==> src/rtl/irq_request_latch.sv <==
// irq_request_latch
// Front end for the 8-to-3 priority encoder.
// Each of the eight asynchronous request lines passes through a synchronizer.
// A rising edge on a line sets a sticky pending bit.
// The pending bits are masked and handed to the encoder as req_vec / req_en.
// The consumer clears a line by acknowledging it with the encoded index.
// SYNC_STAGES is the synchronizer depth; legal values are 2 to 4.
module irq_request_latch #(
    parameter int         SYNC_STAGES = 2,
    parameter logic [7:0] MASK_RESET  = 8'h00
) (
    input  logic       clk,
    input  logic       rst_n,
    input  logic [7:0] irq_in,
    input  logic       mask_wr,
    input  logic [7:0] mask_data,
    input  logic       ack_valid,
    input  logic [2:0] ack_id,
    output logic [7:0] req_vec,
    output logic       req_en,
    output logic [7:0] pending,
    output logic [7:0] overrun
);

    // Synchronizer chain: index 0 samples the pins, and the last index is the
    // synchronized level.
    logic [7:0] sync_q [SYNC_STAGES];
    logic [7:0] sync_d [SYNC_STAGES];

    logic [7:0] prev_q,    prev_d;
    logic [7:0] pending_q, pending_d;
    logic [7:0] overrun_q, overrun_d;
    logic [7:0] mask_q,    mask_d;

    logic [7:0] sync_out;
    logic [7:0] rise;
    logic [7:0] ack_hit;

    // Shift every line one stage further down its synchronizer.
    always_comb begin
        sync_d[0] = irq_in;
        for (int s = 1; s < SYNC_STAGES; s++) begin
            sync_d[s] = sync_q[s-1];
        end
    end

    // Edge detection against the previous synchronized level.
    always_comb begin
        sync_out = sync_q[SYNC_STAGES-1];
        prev_d   = sync_out;
        rise     = sync_out & ~prev_q;
    end

    // Decode the acknowledge into a one-hot line select.
    always_comb begin
        ack_hit = 8'h00;
        if (ack_valid) begin
            ack_hit[ack_id] = 1'b1;
        end
    end

    // Pending and overrun update.
    // A new edge beats a simultaneous ack: the old edge counts as serviced,
    // so no overrun is raised.
    always_comb begin
        pending_d = rise | (pending_q & ~ack_hit);
        overrun_d = (overrun_q & ~ack_hit) | (rise & pending_q & ~ack_hit);
    end

    // Mask register load.
    always_comb begin
        mask_d = mask_q;
        if (mask_wr) begin
            mask_d = mask_data;
        end
    end

    // All state registers.
    // Reset discards in-flight synchronizer state together with the pending
    // and overrun state.
    always_ff @(posedge clk or negedge rst_n) begin
        if (!rst_n) begin
            for (int s = 0; s < SYNC_STAGES; s++) begin
                sync_q[s] <= 8'h00;
            end
            prev_q    <= 8'h00;
            pending_q <= 8'h00;
            overrun_q <= 8'h00;
            mask_q    <= MASK_RESET;
        end else begin
            for (int s = 0; s < SYNC_STAGES; s++) begin
                sync_q[s] <= sync_d[s];
            end
            prev_q    <= prev_d;
            pending_q <= pending_d;
            overrun_q <= overrun_d;
            mask_q    <= mask_d;
        end
    end

    // Outputs are derived from registers only, so no input reaches them
    // combinationally.
    always_comb begin
        req_vec = pending_q & mask_q;
        req_en  = |(pending_q & mask_q);
        pending = pending_q;
        overrun = overrun_q;
    end

endmodule
==> config.mk <==
export PLATFORM = sky130hd
export DESIGN_NAME = irq_request_latch
export DESIGN_NICKNAME = d
export VERILOG_FILES = /design/src/rtl/irq_request_latch.sv
export SDC_FILE = /design/constraint.sdc
export NUM_CORES = 1
export LEC_CHECK = 0
export ABC_AREA = 1
export ABC_CLOCK_PERIOD_IN_PS = 800
export BUFFER_PORTS_ARGS = -buffer_cell sky130_fd_sc_hd__buf_4
export CAP_MARGIN = 20
export CORE_ASPECT_RATIO = 1.4
export CORE_MARGIN = 8
export CORE_UTILIZATION = 51
export DETAILED_ROUTE_END_ITERATION = 12
export PLACE_DENSITY_LB_ADDON = 0.3
export SYNTH_ARGS = -nofsm -noshare
export SYNTH_HDL_FRONTEND = slang
export SYNTH_SLANG_ARGS = --single-unit
==> constraint.sdc <==
create_clock -name clk -period 0.8 [get_ports clk]
set_input_delay 0.08 -clock clk [delete_from_list [all_inputs] [get_ports clk]]
set_output_delay 0.08 -clock clk [all_outputs]
set_load 0.005 [all_outputs]
==> results.ini <==
[timing]
tightest_slew_ns = 0.2892
fin_setup_tns_ns = -7.158
rsz0062_at_grt = true
clock_skew_ns = 0.009493
setup_ws_ns = -0.5059
fmaxAchievable_mhz = 765.7
fin_crit_sh_pct = 163.2
relSlewSlack_pct = 80.52
fin_crit_ns = 1.306
drv_slew = 0
finalSetupViolCount = 38
finalHoldViolations = 0

[synthesis]
yosysSeqAreaShare_pct = 68.38
synth_area_um2 = 1757
syn_area_per_cell_um2 = 9.496
synthCells = 185
synth_nets = 208
synth_cell_type_count = 12
yosysWarnings = 0
ys_seq_elements = 48

[placed_design]
gp_congestion = 0.7590
port_buffers = 47
place_ws_ns = -0.1324
dp.final_hpwl_mm = 2.742

[floorplan]
die_x_um = 65.60
rows = 25
die_area_um2 = 5605
start_util_pct = 52.49
pin_count = 48
core_area_um2 = 3347
fp.dieH_um = 85.44

[clock_tree]
numCtsBuffers = 5
cts_root_buf = clkbuf_8
htree_levels = 2
clockBufferDepth = 2
clkSinkCount = 48
clk_pin_slew_ns = 0.08
cts_tree = yes
clock_latency_ns = 0.31

[status]
outcome = finished with violations
violations = negative setup slack

[cells_and_area]
final_layout_size_suffix_gt1_share_pct = 42.55
ff_latch_area_um2 = 1201
diodes = 0
multiInputGateArea_um2 = 490.5
syn2layout_area_growth_pct = 66.10
nNetsFinal = 304
layout_common_cells = 50 x nand2_1, 48 x dfrtp_1, 42 x buf_6
nFillCells = 159
final_common_cell = nand2_1

[global_route]
antenna_found_initial = 1
grt-ovfl-total = 0
grt_pass1_wl_mm = 7.403
grt_max_degree = 21
grt_pass1_vias = 1633
track_usage_pct = 17.48

[drt]
drt-pass1-iter-count = 4
drtAntennaViolNets = 0
num_vias = 1553
drc = 0
wire_per_inst_um = 16.61
drt-total-wl_mm = 5.347
drt_iter0_drc = 54
viasPerCell = 4.823

[setup_path]
critPathMaxFanout = 2
r2r_end = overrun[4]
path_class = reg2out
ff2ff_path_depth = 7
crit_top_cell = nand2_1
start_kind = flip-flop
crit_chain = nand2_1 -> nand2_1 -> nor2_2 -> nand2_1 -> buf_6
worstReg2RegStart = pending[4]
crit_path_max_incr_delay_ns = 0.42
required_ns = 0.72
slowest_stage = dfrtp_1
critical_path.endpoint_type = primary output
r2r_slack_ns = -0.32
cp.arrival_ns = 1.23

[pwr]
totalPowerFinal_uw = 5905
ir_drop_mv = 1.848
p_leak_uw = 0.001561
p_per_area_nw_per_um2 = 2024

[worst_hold_path]
hold_path_class = in2reg
min_path_cells = 2
whs_endpoint = mask_q[1]
hp-start = mask_wr

[flow_run]
cap_violations = 0

critical path, delay by kind of cell, from the launching register on:
family        cells  cell delay [ns]
buf+inv           1             0.12
flops             1             0.42
simple gates      4             0.38
how the worst max path moves through the flow:
stage                     startpoint  endpoint  slack, ns  cells past startpoint
after detailed placement   mask_q[6]    req_en      -0.13                      5
after CTS                  mask_q[5]    req_en      -0.45                      5
after floorplan           pending[7]    req_en       0.05                      4
after global placement     mask_q[6]    req_en      -0.11                      5
after global routing       mask_q[6]    req_en      -0.54                      5
final                     pending[0]    req_en      -0.51                      5
what timing repair did:
item,in CTS,in global routing
pin swaps,9,18
endpoints found under the setup margin,32,38
gates resized for setup,44,41
hold buffers,17,0
cloned,0,0
buffers inserted,8,8
endpoints found under the hold margin,64,0
sequential cells by signal, indices dropped and copies added (netlist names):
register / flops
pending: 8
overrun: 8
sync_d: 8
prev_d: 8
prev_q: 8
mask_q: 8
layout make-up:
class,count,share of cell area [%]
clock buffers,7,3.302
clock inverters,1,1.029
inverters,43,5.532
multi-input cells,93,16.81
flip-flops and latches,48,41.17
well taps,40,1.715
repair buffers,90,30.45
metal layers:
layer / part of all wire, % / routed length [um] / global-route usage (%) / vias up
met2: 51 / 2738 / 29.02 / 59
met1: 38 / 2025 / 18.64 / 736
met3: 5.8 / 311 / 4.743 / 28
met5: 0.24 / 13 / 0 / -
li1: - / - / - / 728
met4: 4.8 / 257 / 11.75 / 2
logic make-up (layout without fill, tap and decap cells):
family                 after synthesis  count (layout)  synth area share [%]
DFF                                 48              48                 68.38
buffers and inverters               44             141                 9.829
and+or+nand+nor                     83              83                 18.95
AOI/OAI and AO/OA                   10              10                 2.849
stage by stage:
| stage | utilization (%) | instances | area, um^2 | hold WS, ns |
|---|---|---|---|---|
| after floorplan | - | 185 | 1757 | -0.2156 |
| after global placement | 67.93 | 286 | 2273 | -0.03107 |
| final | 87.18 | 322 | 2918 | 0.09562 |
| after CTS | 82.65 | 317 | 2766 | 0.08136 |
| after detailed placement | 67.93 | 286 | 2273 | -0.02941 |
| after global routing | 87.18 | 322 | 2918 | 0.1328 |
Yosys cell counts:
cell	count	share of area (%)
nand2_2	2	0.71
o21ai_0	8	2.3
nor2_1	7	1.5
inv_1	42	9.0
buf_6	1	0.64
nand3_1	7	2.0
nand2_1	66	14
a21oi_1	1	0.28
nor2_4	1	0.64
inv_2	1	0.21
dfrtp_1	48	68
o21ai_1	1	0.28
power breakdown:
group | switching (uW) | internal, uW
clock | 789 | 1100
sequential | 140 | 2610
combinational | 555 | 708
Power figures use the tool's default switching activity.
